### src/rtl/sram_rd_arbiter_if.sv
//==============================================================================
// Module   : sram_rd_arbiter_if
// Purpose  : Bundles both engine request/response channels and the shared SRAM
//            read port that sram_rd_arbiter sits between.
// Ports    : req/lock/addr   engine -> arbiter request, per requester 0/1
//            gnt             arbiter -> engine, port owned this cycle
//            rvalid/rdata    arbiter -> engine, read data one cycle later
//            dut_sram_read_address / sram_dut_read_data  SRAM read port
// Modports : master - engines and SRAM model (drive requests, SRAM data)
//            slave  - arbiter
// Revision : 1.0  initial release
//==============================================================================
`default_nettype none

interface sram_rd_arbiter_if #(
  parameter int ADDR_W = 12,
  parameter int DATA_W = 16
);
  logic              req0;
  logic              lock0;
  logic [ADDR_W-1:0] addr0;
  logic              gnt0;
  logic              rvalid0;
  logic [DATA_W-1:0] rdata0;

  logic              req1;
  logic              lock1;
  logic [ADDR_W-1:0] addr1;
  logic              gnt1;
  logic              rvalid1;
  logic [DATA_W-1:0] rdata1;

  logic [ADDR_W-1:0] dut_sram_read_address;
  logic [DATA_W-1:0] sram_dut_read_data;

  modport master (
    output req0, lock0, addr0, req1, lock1, addr1, sram_dut_read_data,
    input  gnt0, rvalid0, rdata0, gnt1, rvalid1, rdata1, dut_sram_read_address
  );

  modport slave (
    input  req0, lock0, addr0, req1, lock1, addr1, sram_dut_read_data,
    output gnt0, rvalid0, rdata0, gnt1, rvalid1, rdata1, dut_sram_read_address
  );
endinterface

`default_nettype wire

### src/rtl/sram_rd_arbiter.sv
//==============================================================================
// Module   : sram_rd_arbiter
// Purpose  : Shares one synchronous-read SRAM port (1-cycle latency) between
//            two convolution engines. Round-robin arbitration with an optional
//            bounded lock; read data is steered back to the issuing requester.
// Ports    : clk      clock, rising edge
//            reset_b  asynchronous reset, active HIGH despite the name
//            bus      sram_rd_arbiter_if.slave (requests, grants, read data,
//                     SRAM address/data)
// Revision : 1.0  initial release
//==============================================================================
`default_nettype none

module sram_rd_arbiter #(
  parameter int ADDR_W   = 12,
  parameter int DATA_W   = 16,
  parameter int MAX_HOLD = 16   // 1..255
) (
  input  logic                 clk,
  input  logic                 reset_b,
  sram_rd_arbiter_if.slave     bus
);

  localparam logic [7:0] c_max_hold = 8'(MAX_HOLD);

  // Used both for the lock owner and for the owner of the read in flight.
  typedef enum logic [1:0] {
    OWN_NONE = 2'd0,
    OWN_0    = 2'd1,
    OWN_1    = 2'd2
  } owner_e;

  owner_e              lock_own_q, lock_own_d;
  owner_e              tag_q,      tag_d;
  logic                ptr_q,      ptr_d;
  logic [7:0]          hold_cnt_q, hold_cnt_d;
  logic [ADDR_W-1:0]   last_addr_q, last_addr_d;

  logic                w_cont0, w_cont1;
  logic                w_gnt0,  w_gnt1;
  logic                w_lock_gnt;
  owner_e              w_gnt_own;
  logic [ADDR_W-1:0]   w_addr;
  logic [DATA_W-1:0]   w_rdata0, w_rdata1;

  //--------------------------------------------------------------------------
  // Grant. A lock owner keeps the port until it has used MAX_HOLD locked
  // grants while the other side waits; at that point the normal round-robin
  // path runs, and since every locked grant already moved ptr to the waiter,
  // the waiter wins (forced switch).
  //--------------------------------------------------------------------------
  always_comb begin
    w_cont0 = (lock_own_q == OWN_0) && bus.req0 &&
              ((hold_cnt_q < c_max_hold) || !bus.req1);
    w_cont1 = (lock_own_q == OWN_1) && bus.req1 &&
              ((hold_cnt_q < c_max_hold) || !bus.req0);
    w_gnt0  = 1'b0;
    w_gnt1  = 1'b0;
    // No grant may leave the block while reset is held.
    if (!reset_b) begin
      if (w_cont0) begin
        w_gnt0 = 1'b1;
      end else if (w_cont1) begin
        w_gnt1 = 1'b1;
      end else if (bus.req0 && bus.req1) begin
        if (ptr_q) w_gnt1 = 1'b1;
        else       w_gnt0 = 1'b1;
      end else if (bus.req0) begin
        w_gnt0 = 1'b1;
      end else if (bus.req1) begin
        w_gnt1 = 1'b1;
      end
    end
  end

  //--------------------------------------------------------------------------
  // Next-state: pointer, lock, in-flight tag, held address.
  //--------------------------------------------------------------------------
  always_comb begin
    w_gnt_own   = w_gnt0 ? OWN_0 : OWN_1;
    w_lock_gnt  = (w_gnt0 && bus.lock0) || (w_gnt1 && bus.lock1);
    w_addr      = w_gnt0 ? bus.addr0 : (w_gnt1 ? bus.addr1 : last_addr_q);

    ptr_d       = ptr_q;
    last_addr_d = last_addr_q;
    lock_own_d  = OWN_NONE;
    hold_cnt_d  = 8'd0;
    tag_d       = OWN_NONE;

    if (w_gnt0 || w_gnt1) begin
      ptr_d       = w_gnt0;          // priority passes to the other requester
      last_addr_d = w_addr;
      tag_d       = w_gnt_own;
      // Only the granted requester's lock counts; a lock from the loser is
      // ignored because w_lock_gnt is qualified by the grant.
      if (w_lock_gnt) begin
        lock_own_d = w_gnt_own;
        if (lock_own_q == w_gnt_own) begin
          hold_cnt_d = (hold_cnt_q < c_max_hold) ? hold_cnt_q + 8'd1 : c_max_hold;
        end else begin
          hold_cnt_d = 8'd1;
        end
      end
    end
  end

  always_ff @(posedge clk or posedge reset_b) begin
    if (reset_b) begin
      ptr_q       <= 1'b0;
      lock_own_q  <= OWN_NONE;
      hold_cnt_q  <= 8'd0;
      tag_q       <= OWN_NONE;
      last_addr_q <= '0;
    end else begin
      ptr_q       <= ptr_d;
      lock_own_q  <= lock_own_d;
      hold_cnt_q  <= hold_cnt_d;
      tag_q       <= tag_d;
      last_addr_q <= last_addr_d;
    end
  end

  //--------------------------------------------------------------------------
  // Response steering: the SRAM returns data the cycle after the address, so
  // the registered tag selects which requester sees it.
  //--------------------------------------------------------------------------
  always_comb begin
    w_rdata0 = (tag_q == OWN_0) ? bus.sram_dut_read_data : '0;
    w_rdata1 = (tag_q == OWN_1) ? bus.sram_dut_read_data : '0;
  end

  assign bus.gnt0                  = w_gnt0;
  assign bus.gnt1                  = w_gnt1;
  assign bus.dut_sram_read_address = w_addr;
  assign bus.rvalid0               = (tag_q == OWN_0);
  assign bus.rvalid1               = (tag_q == OWN_1);
  assign bus.rdata0                = w_rdata0;
  assign bus.rdata1                = w_rdata1;

endmodule

`default_nettype wire

### src/flat_wrapper.sv
// flat-port wrapper written by rule: the top's interface ports become plain ports
module sram_rd_arbiter_flat 
#(
  parameter int ADDR_W   = 12,
  parameter int DATA_W   = 16,
  parameter int MAX_HOLD = 16            
)
  (clk, reset_b, bus_req0, bus_lock0, bus_addr0, bus_req1, bus_lock1, bus_addr1, bus_sram_dut_read_data, bus_gnt0, bus_rvalid0, bus_rdata0, bus_gnt1, bus_rvalid1, bus_rdata1, bus_dut_sram_read_address);
  sram_rd_arbiter_if #(.ADDR_W(ADDR_W), .DATA_W(DATA_W)) bus_i ();
  input  logic clk;
  input  logic reset_b;
  input wire logic [$bits(bus_i.req0)-1:0] bus_req0;
  input wire logic [$bits(bus_i.lock0)-1:0] bus_lock0;
  input wire logic [$bits(bus_i.addr0)-1:0] bus_addr0;
  input wire logic [$bits(bus_i.req1)-1:0] bus_req1;
  input wire logic [$bits(bus_i.lock1)-1:0] bus_lock1;
  input wire logic [$bits(bus_i.addr1)-1:0] bus_addr1;
  input wire logic [$bits(bus_i.sram_dut_read_data)-1:0] bus_sram_dut_read_data;
  output wire logic [$bits(bus_i.gnt0)-1:0] bus_gnt0;
  output wire logic [$bits(bus_i.rvalid0)-1:0] bus_rvalid0;
  output wire logic [$bits(bus_i.rdata0)-1:0] bus_rdata0;
  output wire logic [$bits(bus_i.gnt1)-1:0] bus_gnt1;
  output wire logic [$bits(bus_i.rvalid1)-1:0] bus_rvalid1;
  output wire logic [$bits(bus_i.rdata1)-1:0] bus_rdata1;
  output wire logic [$bits(bus_i.dut_sram_read_address)-1:0] bus_dut_sram_read_address;
  assign bus_i.req0 = bus_req0;
  assign bus_i.lock0 = bus_lock0;
  assign bus_i.addr0 = bus_addr0;
  assign bus_i.req1 = bus_req1;
  assign bus_i.lock1 = bus_lock1;
  assign bus_i.addr1 = bus_addr1;
  assign bus_i.sram_dut_read_data = bus_sram_dut_read_data;
  assign bus_gnt0 = bus_i.gnt0;
  assign bus_rvalid0 = bus_i.rvalid0;
  assign bus_rdata0 = bus_i.rdata0;
  assign bus_gnt1 = bus_i.gnt1;
  assign bus_rvalid1 = bus_i.rvalid1;
  assign bus_rdata1 = bus_i.rdata1;
  assign bus_dut_sram_read_address = bus_i.dut_sram_read_address;
  sram_rd_arbiter #(.ADDR_W(ADDR_W), .DATA_W(DATA_W), .MAX_HOLD(MAX_HOLD)) u_core (.clk(clk), .reset_b(reset_b), .bus(bus_i));
endmodule
### config.mk
export PLATFORM = sky130hd
export DESIGN_NAME = sram_rd_arbiter_flat
export DESIGN_NICKNAME = d
export VERILOG_FILES = /design/src/rtl/sram_rd_arbiter_if.sv /design/src/rtl/sram_rd_arbiter.sv /design/src/flat_wrapper.sv
export SDC_FILE = /design/constraint.sdc
export NUM_CORES = 1
export LEC_CHECK = 0
export ABC_AREA = 1
export CORE_MARGIN = 5
export CORE_UTILIZATION = 41
export DETAILED_ROUTE_END_ITERATION = 8
export MAX_ROUTING_LAYER = met4
export PLACE_DENSITY = 0.86
export SLEW_MARGIN = 20
export SYNTH_ARGS = -nofsm -noshare
export SYNTH_HDL_FRONTEND = slang
export SYNTH_SLANG_ARGS = --single-unit
export TNS_END_PERCENT = 50
### constraint.sdc
create_clock -name clk -period 8.8 [get_ports clk]
set_input_delay 2.64 -clock clk [delete_from_list [all_inputs] [get_ports clk]]
set_output_delay 2.64 -clock clk [all_outputs]
set_load 0.01 [all_outputs]
==> Implementation_results.wiki, run 1 <==
{| class="wikitable"
! Metric !! Value
|-
| Number of flops mapped to enable cells by yosys || 0
|-
| Maximum vdd drop || 0.0000937 V
|-
| Unrepaired setup endpoints after global routing || false
|-
| Power Dens Cells || 134 mW/mm^2
|-
| Final Power || 0.348 mW
|-
| HP Class || flop to flop
|-
| Hpwl dp || 3490 um
|-
| Overflow left after global routing || 0
|-
| Max Fanout on Critical Path || 15
|-
| Port bufs || 93
|-
| Synthesis-to-finish area growth || 62.9%
|-
| Category of the most critical setup path || primary input to primary output
|-
| Worst-case reg-to-reg path depth || 11
|-
| Number of global-route vias before repair || 1579
|-
| Setup slack of the worst register-to-register path || around 7.0 ns
|-
| Proportion of netlist area held by the largest area contributor || 0.393
|-
| Final setup vio count || 0
|-
| Maximum root-to-sink buffer count || 2
|-
| Die H || 72.3 um
|-
| Clock transition at the registers of the reported paths || 0.08 ns
|-
| Detailed router's first-iteration violation count || 35
|-
| Via count normalized by instance count || 4.45
|-
| Hold Path Sink || u_core.last_addr_q[0]
|-
| Clock tree from TritonCTS || yes
|-
| Final period util || 0.862
|-
| # placed instances || 369
|-
| Global placer's final weighted congestion || 0.801
|-
| End of the worst register-to-register path || u_core.last_addr_q[0]
|-
| Worst-skew pair later-pin latency || 0.26 ns
|-
| Die Footprint || 0.00523 mm^2
|-
| Critical-path top delay cell || sky130_fd_sc_hd__clkdlybuf4s50_1
|-
| Final routed wire length divided by cell count || 11.5 um
|-
| Final Hold Violating Endpoints || 0
|-
| CP Launch Type || primary input
|-
| Hold wc startpoint || u_core.last_addr_q[0]
|-
| Leakage power figure || 1.38 nW
|-
| Critical path cell sequence || clkdlybuf4s50_1 -> inv_1 -> nor2_1 -> nand2_1 -> nand2_2 -> nand2_4 -> nand2_4 -> nand2_2 -> inv_2 -> nand2_1 -> nand2_1 -> clkdlybuf4s50_1
|-
| Slew margin rel. || 0.651
|-
| Flip-flop cell with the highest count after synthesis || sky130_fd_sc_hd__dfrtp_1
|-
| Yosys warning count || 0
|-
| Most repeated library cell on the critical path || sky130_fd_sc_hd__nand2_1
|-
| Startpoint of the worst register-to-register path || u_core.hold_cnt_q[6]
|-
| IO Pins || 94
|-
| First-pass GRT wire length || 6900 um
|-
| Post-cts resize count || 0
|-
| Post-Syn Instances || 231
|-
| Antenna cell count || 0
|-
| WP data arrival || 4.94 ns
|-
| Pre-antenna DRT Iters || 4
|-
| Syn Area/Cell || 6.90 um^2
|-
| Synthesized flop and latch total || 25
|-
| Proportion of register bits with asynchronous set or reset after synthesis || 1.00
|-
| Post-route DRC || 0
|-
| Max cap viols || 0
|-
| Largest net degree at the start of global routing || 40
|-
| Initial antenna violation count || 0
|-
| Share of the yosys chip area belonging to registers || 0.393
|-
| Number of buffers added by the clock tree synthesis step || 3
|-
| Post-CTS Setup Bufs || 0
|-
| Routed WL || around 4300 um
|-
| Worst Tran Pin Value || 0.523 ns
|-
| Final nets || 373
|-
| Count of standard-cell rows || 22
|-
| Skew final || about 0.0010 ns
|-
| Cell with the most instances after synthesis || sky130_fd_sc_hd__nand2_1
|-
| Top post-synthesis cells by area || sky130_fd_sc_hd__dfrtp_1 (39%), sky130_fd_sc_hd__nand2_1 (15%), sky130_fd_sc_hd__inv_1 (9.7%)
|-
| Final cell count without fillers || 373
|-
| Leading post-synthesis cells by instance count || sky130_fd_sc_hd__nand2_1 (63), sky130_fd_sc_hd__inv_1 (41), sky130_fd_sc_hd__nor2_1 (41)
|-
| Summed negative setup slack over all endpoints || 0 ns
|-
| GR Util All Layers || 0.170
|-
| Cell chosen for the clock root || sky130_fd_sc_hd__clkbuf_8
|-
| Post-synthesis instance area || 0.00159 mm^2
|-
| Vias || between 1500 and 2000
|-
| Data required time of the critical path || ~6.2 ns
|-
| Floorplan core area || 0.00372 mm^2
|-
| Final period demand of the worst path || 7.58 ns
|-
| Outcome || completed
|-
| Number of clock sinks || 25
|-
| Synth area leader || sky130_fd_sc_hd__dfrtp_1
|-
| Endpoint kind of the worst setup timing path || primary output
|-
| F_max || 0.132 GHz
|-
| Final-report max-slew violation count || 0
|-
| Width of the chip || 72.3 um
|-
| Hold Buf Count CTS || 0
|-
| Fraction of layout cells with a size suffix above 1 || 0.0923
|-
| Cell depth of the worst min-delay path || 2
|-
| Count of different cell masters after synthesis || 21
|-
| CTS H-tree depth || 1
|-
| Initial Utilization || 0.429
|-
| Delay of the slowest cell on the worst path || 0.54 ns
|-
| Number of nets with antenna violations after detailed routing || 0
|}
registers in the layout, summed over array words and instances, names as in the netlist:
name                count
u_core.ptr_q            1
u_core.last_addr_q     12
u_core.hold_cnt_q       8
u_core.tag_q            2
u_core.lock_own_q       2
cell families after synthesis:
kind of cell               Yosys count  synth area share
adders and majority gates            1           0.00785
other                                1           0.00235
buffers and inverters               52             0.140
and+or+nand+nor                    146             0.438
DFF                                 25             0.393
AOI/OAI and AO/OA                    6            0.0188
per-layer routing:
metal  routed length (um)  vias up  global-route usage
met3                  388       10              0.0235
met1                 1650      731               0.187
met4                  110        0              0.0835
met2                 2120       64               0.297
li1                     -      855                   -
met5                    0        -                   -
where the power goes:
part | total, mW | internal [mW] | switching, mW
logic | 0.141 | 0.0740 | 0.0669
clock network | 0.0659 | 0.0316 | 0.0343
registers | 0.142 | 0.131 | 0.0109
total | 0.348 | 0.236 | 0.112
cells in the final DEF, fill, tap and decap left out, drive strengths merged:
| cell type | n |
|---|---|
| o21ai | 3 |
| buf | 1 |
| nand3 | 20 |
| clkbuf | 3 |
| nor2 | 42 |
| inv | 46 |
| clkinv | 1 |
| dfrtp | 25 |
| or2 | 2 |
| nand3b | 1 |
| ha | 1 |
| clkdlybuf4s50 | 93 |
| a21oi | 3 |
| nand2 | 80 |
| conb | 3 |
| nor3b | 1 |
worst max-delay path by stage:
stage,from,to,slack [ns],cells after the start
floorplan,reset_b,bus_dut_sram_read_address[2],1.99,6
global placement,bus_req1,bus_dut_sram_read_address[0],1.32,12
detailed placement,bus_req1,bus_dut_sram_read_address[0],1.20,12
CTS,bus_req1,bus_dut_sram_read_address[0],1.18,12
global route,bus_req1,bus_dut_sram_read_address[0],1.01,12
finish,bus_req1,bus_dut_sram_read_address[0],1.22,12
worst max-delay path: cells and delay by family:
kind,cells,cell delay [ns]
and+or+nand+nor,8,0.81
buffers and inverters,4,1.47
final cells by class:
| type | instances | area, um^2 |
|---|---|---|
| clock inverter | 1 | 5.00 |
| timing repair buffer | 94 | 938 |
| multi-input combinational | 156 | 752 |
| clock buffer | 3 | 41.3 |
| sequential | 25 | 626 |
| inverter | 46 | 173 |
| tap | 48 | 60.1 |
| fill | 318 | 1120 |
through the flow:
step                hold WS [ns]   util  area, um^2  setup WS, ns
global route               0.497  0.698        2590          1.01
global placement           0.466  0.686        2550          1.32
CTS                        0.487  0.698        2590          1.18
detailed placement         0.464  0.686        2550          1.20
floorplan                  0.443      -        1600          1.99
finish                     0.484  0.698        2590          1.22
Power figures use the tool's default switching activity.
==> inputs of run 2 (changes only) <==
- CORE_UTILIZATION: 41 -> 34
- CTS_CLUSTER_SIZE: unset -> 28
- PLACE_DENSITY: 0.86 -> 0.77
- clock period: 8.8 -> 6.5 ns (I/O delays scaled with it)
==> Implementation_results.wiki, run 2 (synthesis gave the netlist of run 1 again) <==
{| class="wikitable"
! Metric !! Value
|-
| Most common library cell in the layout ignoring fill and taps || sky130_fd_sc_hd__clkdlybuf4s50_1 (unchanged)
|-
| Clock tree from TritonCTS || yes (unchanged)
|-
| Max Fanout on Critical Path || 15 (unchanged)
|-
| Post-route DRC || 0 (unchanged)
|-
| First-pass GRT wire length || 6970 um (was 6900 um)
|-
| F_max || 0.162 GHz
|-
| Final hold slack || 0.486 ns (was 0.484 ns)
|-
| IO Pins || 94 (unchanged)
|-
| Die Footprint || 0.00615 mm^2 (was 0.00523 mm^2)
|-
| Vias || 1678 (was 1660)
|-
| Count of standard-cell rows || 25 (was 22)
|-
| Sequential share of power || 0.402 (was 0.406)
|-
| Power Dens Cells || 183 mW/mm^2 (was 134 mW/mm^2)
|-
| Post-CTS Setup Bufs || 0 (unchanged)
|-
| Max cap viols || 0 (unchanged)
|-
| Register bank with the most flops || u_core.last_addr_q (unchanged)
|-
| Unrepaired setup endpoints after global routing || false (unchanged)
|-
| Max FFs per register || 12 (unchanged)
|-
| Final cell count without fillers || 379 (was 373)
|-
| Via count normalized by instance count || 4.43 (was 4.45)
|-
| Initial antenna violation count || 0 (unchanged)
|-
| Final routed wire length divided by cell count || 11.5 um (about the same)
|-
| Clock transition at the registers of the reported paths || 0.09 ns (was 0.08 ns)
|-
| Outcome || completed (unchanged)
|-
| Antenna cell count || 0 (unchanged)
|-
| Category of the most critical setup path || primary input to primary output (unchanged)
|-
| HP Class || flop to flop (unchanged)
|-
| GR Util All Layers || 0.141 (was 0.170)
|-
| Maximum vdd drop || 0.000141 V (was 0.0000937 V)
|-
| Hold Buf Count CTS || 0 (unchanged)
|-
| Highest metal used || met4 (unchanged)
|-
| Largest regs || u_core.last_addr_q (12), u_core.hold_cnt_q (8) (unchanged)
|-
| Fraction of power spent switching nets || 0.329 (was 0.322)
|-
| Clock network fraction of total power || 0.197 (was 0.189)
|-
| Endpoint kind of the worst setup timing path || primary output (unchanged)
|-
| Final period demand of the worst path || 6.18 ns
|-
| Total length of routed met3 wires || 435 um (was 388 um)
|-
| CTS H-tree depth || 1 (unchanged)
|-
| Final nets || 373 (unchanged)
|-
| CP Launch Type || primary input (unchanged)
|-
| Port bufs || 93 (unchanged)
|-
| Final period util || 0.951
|-
| Final-report max-slew violation count || 0 (unchanged)
|-
| Hpwl dp || 3600 um (was 3490 um)
|-
| Skew final || 0.00795 ns (was 0.00104 ns)
|-
| Slew margin rel. || 0.643 (was 0.651)
|-
| Worst-skew pair later-pin latency || 0.27 ns (was 0.26 ns)
|-
| Data required time of the critical path || 4.55 ns (was 6.16 ns)
|-
| Number of clock sinks || 25 (unchanged)
|-
| Overflow left after global routing || 0 (unchanged)
|-
| Net load switching power || 0.157 mW (was 0.112 mW)
|-
| Synthesis-to-finish area growth || 63.6% (was 62.9%)
|-
| Summed negative setup slack over all endpoints || 0 ns (unchanged)
|-
| Final Hold Violating Endpoints || 0 (unchanged)
|-
| Post-cts resize count || 0 (unchanged)
|-
| Leakage power figure || 1.38 nW (about the same)
|-
| Worst Tran Pin Value || 0.535 ns (was 0.523 ns)
|-
| # placed instances || 375 (was 369)
|-
| Maximum root-to-sink buffer count || 2 (unchanged)
|-
| Number of buffers added by the clock tree synthesis step || 3 (unchanged)
|-
| Width of the chip || 78.4 um (was 72.3 um)
|-
| Number of nets with antenna violations after detailed routing || 0 (unchanged)
|-
| Cell-internal power || 0.321 mW (was 0.236 mW)
|-
| Floorplan core area || 0.00463 mm^2 (was 0.00372 mm^2)
|-
| WP data arrival || 4.23 ns (was 4.94 ns)
|-
| Initial Utilization || 0.344 (was 0.429)
|-
| Pre-antenna DRT Iters || 4 (unchanged)
|-
| Final setup vio count || 0 (unchanged)
|-
| Fraction of layout cells with a size suffix above 1 || 0.0923 (unchanged)
|-
| Global placer's final weighted congestion || 0.741 (was 0.801)
|-
| Largest net degree at the start of global routing || 40 (unchanged)
|-
| Cell chosen for the clock root || sky130_fd_sc_hd__clkbuf_8 (unchanged)
|-
| Routed WL || 4370 um (was 4270 um)
|-
| Most frequent cells in the layout || sky130_fd_sc_hd__clkdlybuf4s50_1 (93), sky130_fd_sc_hd__nand2_1 (63), sky130_fd_sc_hd__inv_1 (41), sky130_fd_sc_hd__nor2_1 (41), sky130_fd_sc_hd__dfrtp_1 (25) (unchanged)
|-
| Combinational cell fraction of total power || 0.401 (was 0.405)
|-
| DR WL met2 || 2200 um (was 2120 um)
|-
| Die H || 78.4 um (was 72.3 um)
|-
| Detailed router's first-iteration violation count || 72 (was 35)
|-
| Number of global-route vias before repair || 1653 (was 1579)
|-
| Routed metal-1 wire length || 1720 um (was 1650 um)
|}
[run 2: cell count changes in the layout (fill, tap and decap cells not counted), sizes merged]
cell,change
clkinv,-1
clkinvlp,+1
[run 2: final cells by class]
type                            count  area (um^2)
Multi-Input combinational cell    156          752
Tap cell                           54         67.6
Clock buffer                        3         41.3
Fill cell                         434         2020
Clock inverter                      1         7.51
Sequential cell                    25          626
Timing Repair Buffer               94          938
Inverter                           46          173
[run 2: critical path: stages]
cell                              delay (ns)
sky130_fd_sc_hd__clkdlybuf4s50_1        0.51
sky130_fd_sc_hd__inv_1                  0.05
sky130_fd_sc_hd__nor2_1                 0.10
sky130_fd_sc_hd__nand2_1                0.08
sky130_fd_sc_hd__nand2_2                0.08
sky130_fd_sc_hd__nand2_4                0.12
sky130_fd_sc_hd__nand2_4                0.12
sky130_fd_sc_hd__nand2_2                0.05
sky130_fd_sc_hd__inv_2                  0.37
sky130_fd_sc_hd__nand2_1                0.15
sky130_fd_sc_hd__nand2_1                0.10
sky130_fd_sc_hd__clkdlybuf4s50_1        0.53
[run 2: through the flow]
step	worst slack (ns)	total power, mW	cell area [um^2]	utilization
3_3_place_gp	0.386	0.385	2560	0.552
5_1_grt	0.121	0.507	2610	0.563
2_1_floorplan	1.07	0.292	1600	-
3_5_place_dp	0.308	0.389	2560	0.552
4_1_cts	0.296	0.482	2610	0.563
6_report	0.322	0.477	2610	0.563
[run 2: per-layer routing]
metal,vias to the layer above,GRT usage
li1,856,-
met4,0,0.0297
met2,74,0.266
met5,-,-
met3,2,0.0378
met1,746,0.147
[run 2: power by group through the flow]
| stage | combinational, mW | sequential, mW | clock, mW |
|---|---|---|---|
| global placement | 0.190 | 0.195 | 0 |
| detailed placement | 0.194 | 0.195 | 0 |
| floorplan | 0.0994 | 0.193 | 0 |
| global route | 0.209 | 0.194 | 0.104 |
| finish | 0.192 | 0.192 | 0.0940 |
| CTS | 0.195 | 0.192 | 0.0954 |
[run 2: final timing paths]
path                       cells past startpoint  slack [ns]                      endpoint             startpoint
min reg2reg                                    2        0.49         u_core.last_addr_q[0]  u_core.last_addr_q[0]
min in group asynchronous                      3        2.21          u_core.hold_cnt_q[4]                reset_b
max in group asynchronous                      3        3.96         u_core.last_addr_q[0]                reset_b
max                                           12        0.32  bus_dut_sram_read_address[0]               bus_req1
min                                            2        0.49         u_core.last_addr_q[0]  u_core.last_addr_q[0]
max reg2reg                                   11        4.68         u_core.last_addr_q[0]   u_core.hold_cnt_q[6]
==> inputs of run 3 (changes only) <==
- CORE_MARGIN: 5 -> unset
- CORE_UTILIZATION: 34 -> 35
- CTS_BUF_LIST: unset -> sky130_fd_sc_hd__clkbuf_2 sky130_fd_sc_hd__clkbuf_4 sky130_fd_sc_hd__clkbuf_8
- PLACE_DENSITY: 0.77 -> 0.78
==> Implementation_results.wiki, run 3 (synthesis gave the netlist of run 1 again) <==
{| class="wikitable"
! Metric !! Value
|-
| Total length of routed met3 wires || 329 um (was 435 um)
|-
| Final Instance Area || 0.00260 mm^2 (was 0.00261 mm^2)
|-
| Critical path's top delay family || buffers and inverters (unchanged)
|-
| Max Fanout on Critical Path || 15 (unchanged)
|-
| Data required time of the critical path || 4.55 ns (about the same)
|-
| Summed negative setup slack over all endpoints || 0 ns (unchanged)
|-
| Number of buffers added by the clock tree synthesis step || 3 (unchanged)
|-
| Floorplan core area || 0.00435 mm^2 (was 0.00463 mm^2)
|-
| Number of global-route vias before repair || 1599 (was 1653)
|-
| Combinational cell fraction of total power || 0.399 (was 0.401)
|-
| Routed WL || 4130 um (was 4370 um)
|-
| Initial Utilization || 0.366 (was 0.344)
|-
| Maximum vdd drop || 0.000108 V (was 0.000141 V)
|-
| Clock network fraction of total power || 0.200 (was 0.197)
|-
| Initial antenna violation count || 0 (unchanged)
|-
| Cell-internal power || 0.321 mW (about the same)
|-
| Max cap viols || 0 (unchanged)
|-
| Skew final || 0.00411 ns (was 0.00795 ns)
|-
| Maximum root-to-sink buffer count || 2 (unchanged)
|-
| Port bufs || 93 (unchanged)
|-
| Register bank with the most flops || u_core.last_addr_q (unchanged)
|-
| Synthesis-to-finish area growth || 63.4% (was 63.6%)
|-
| Most repeated library cell on the critical path || sky130_fd_sc_hd__nand2_1 (unchanged)
|-
| Max FFs per register || 12 (unchanged)
|-
| Final-report max-slew violation count || 0 (unchanged)
|-
| Routed metal-1 wire length || 1730 um (was 1720 um)
|-
| Worst-case reg-to-reg path depth || 11 (unchanged)
|-
| Overflow left after global routing || 0 (unchanged)
|-
| Most common library cell in the layout ignoring fill and taps || sky130_fd_sc_hd__clkdlybuf4s50_1 (unchanged)
|-
| Most frequent cells in the layout || sky130_fd_sc_hd__clkdlybuf4s50_1 (93), sky130_fd_sc_hd__nand2_1 (63), sky130_fd_sc_hd__inv_1 (41), sky130_fd_sc_hd__nor2_1 (41), sky130_fd_sc_hd__dfrtp_1 (25) (unchanged)
|-
| Sequential share of power || 0.401 (was 0.402)
|-
| Cell chosen for the clock root || sky130_fd_sc_hd__clkbuf_8 (unchanged)
|-
| Unrepaired setup endpoints after global routing || false (unchanged)
|-
| Detailed router's first-iteration violation count || 54 (was 72)
|-
| Critical path cell sequence || clkdlybuf4s50_1 -> inv_1 -> nor2_1 -> nand2_1 -> nand2_2 -> nand2_4 -> nand2_4 -> nand2_2 -> inv_2 -> nand2_1 -> nand2_1 -> clkdlybuf4s50_1 (unchanged)
|-
| Die Footprint || 0.00482 mm^2 (was 0.00615 mm^2)
|-
| Die H || 69.5 um (was 78.4 um)
|-
| Width of the chip || 69.5 um (was 78.4 um)
|-
| Final setup vio count || 0 (unchanged)
|-
| Final nets || 373 (unchanged)
|-
| HP Class || flop to flop (unchanged)
|-
| Post-route DRC || 0 (unchanged)
|-
| WP data arrival || 4.23 ns (about the same)
|-
| Final routed wire length divided by cell count || 11.0 um (was 11.5 um)
|-
| Clock transition at the registers of the reported paths || 0.09 ns (about the same)
|-
| Clock tree from TritonCTS || yes (unchanged)
|-
| Number of clock sinks || 25 (unchanged)
|-
| Leakage power figure || 1.38 nW (unchanged)
|-
| Buf+Inv Stages, Crit Path || 4 (unchanged)
|-
| DR WL met2 || 2030 um (was 2200 um)
|-
| Net load switching power || 0.157 mW (about the same)
|-
| Highest metal used || met4 (unchanged)
|-
| Endpoint kind of the worst setup timing path || primary output (unchanged)
|-
| Pre-antenna DRT Iters || 4 (unchanged)
|-
| Number of nets with antenna violations after detailed routing || 0 (unchanged)
|-
| Category of the most critical setup path || primary input to primary output (unchanged)
|-
| Number of stages on the worst setup path || 12 (unchanged)
|-
| Via count normalized by instance count || 4.48 (was 4.43)
|-
| Total placed instance area || 0.00255 mm^2 (was 0.00256 mm^2)
|-
| Delay of the slowest cell on the worst path || 0.53 ns (about the same)
|-
| Count of standard-cell rows || 24 (was 25)
|-
| First-pass GRT wire length || 7000 um (was 6970 um)
|-
| Cell depth of the worst min-delay path || 2 (unchanged)
|-
| Antenna cell count || 0 (unchanged)
|-
| Hpwl dp || 3320 um (was 3600 um)
|-
| Post-CTS Setup Bufs || 0 (unchanged)
|-
| Final period util || 0.950 (was 0.951)
|-
| Outcome || completed (unchanged)
|-
| Fraction of layout cells with a size suffix above 1 || 0.0923 (unchanged)
|-
| Vias || 1689 (was 1678)
|-
| Worst Tran Pin Value || 0.546 ns (was 0.535 ns)
|-
| Final period demand of the worst path || 6.18 ns (about the same)
|-
| Critical-path top delay cell || sky130_fd_sc_hd__clkdlybuf4s50_1 (unchanged)
|-
| Slew margin rel. || 0.635 (was 0.643)
|-
| Worst-skew pair later-pin latency || 0.27 ns (about the same)
|-
| Final Hold Violating Endpoints || 0 (unchanged)
|-
| IO Pins || 94 (unchanged)
|-
| Post-cts resize count || 0 (unchanged)
|-
| CP Launch Type || primary input (unchanged)
|-
| CTS H-tree depth || 1 (unchanged)
|-
| Power Dens Cells || 184 mW/mm^2 (was 183 mW/mm^2)
|-
| GR Util All Layers || 0.183 (was 0.141)
|-
| F_max || 0.162 GHz (about the same)
|-
| Global placer's final weighted congestion || 0.916 (was 0.741)
|-
| Largest net degree at the start of global routing || 40 (unchanged)
|-
| Hold Buf Count CTS || 0 (unchanged)
|-
| Fraction of power spent switching nets || 0.329 (about the same)
|-
| Largest regs || u_core.last_addr_q (12), u_core.hold_cnt_q (8) (unchanged)
|}
-- run 3: cell counts in the layout (fill, tap and decap cells not counted) --
No cell type changed its count.
-- run 3: area by class of cell --
class	count	area, um^2
timing repair buffer	94	938
clock inverter	1	7.51
inverter	46	173
tap	52	65.1
sequential	25	626
fill	405	1750
multi-input combinational	156	752
clock buffer	3	41.3
-- run 3: final timing paths --
path | slack, ns | end | from
max reg2reg | 4.68 | u_core.last_addr_q[11] | u_core.hold_cnt_q[4]
min reg2reg | 0.48 | u_core.last_addr_q[0] | u_core.last_addr_q[0]
min in group asynchronous | 2.23 | u_core.ptr_q | reset_b
max in group asynchronous | 3.95 | u_core.hold_cnt_q[1] | reset_b
max | 0.32 | bus_dut_sram_read_address[11] | bus_req1
min | 0.48 | u_core.last_addr_q[0] | u_core.last_addr_q[0]
-- run 3: power groups by stage --
stage / registers (mW) / clock network, mW / logic, mW
global route: 0.193 / 0.104 / 0.209
finish: 0.192 / 0.0956 / 0.191
global placement: 0.194 / 0 / 0.189
floorplan: 0.193 / 0 / 0.0994
detailed placement: 0.195 / 0 / 0.192
CTS: 0.192 / 0.0990 / 0.193
-- run 3: routing by layer --
layer | vias to the layer above | global-route usage
met5 | - | -
met4 | 0 | 0.0748
met3 | 3 | 0.0233
met2 | 77 | 0.331
met1 | 753 | 0.203
li1 | 856 | -
-- run 3: through the flow --
stage	utilization	worst slack [ns]	instances	hold WS, ns	total power, mW
after floorplan	-	1.07	233	0.443	0.292
after global placement	0.586	0.412	373	0.463	0.383
after detailed placement	0.586	0.310	373	0.473	0.387
after CTS	0.598	0.309	377	0.494	0.484
after global routing	0.598	0.208	377	0.519	0.506
final	0.598	0.322	377	0.485	0.478
-- run 3: tightest hold or removal path, stage by stage, from the launching register on --
cell,delay (ns)
sky130_fd_sc_hd__dfrtp_1,0.33
sky130_fd_sc_hd__nand2_1,0.06
sky130_fd_sc_hd__nand2_1,0.06
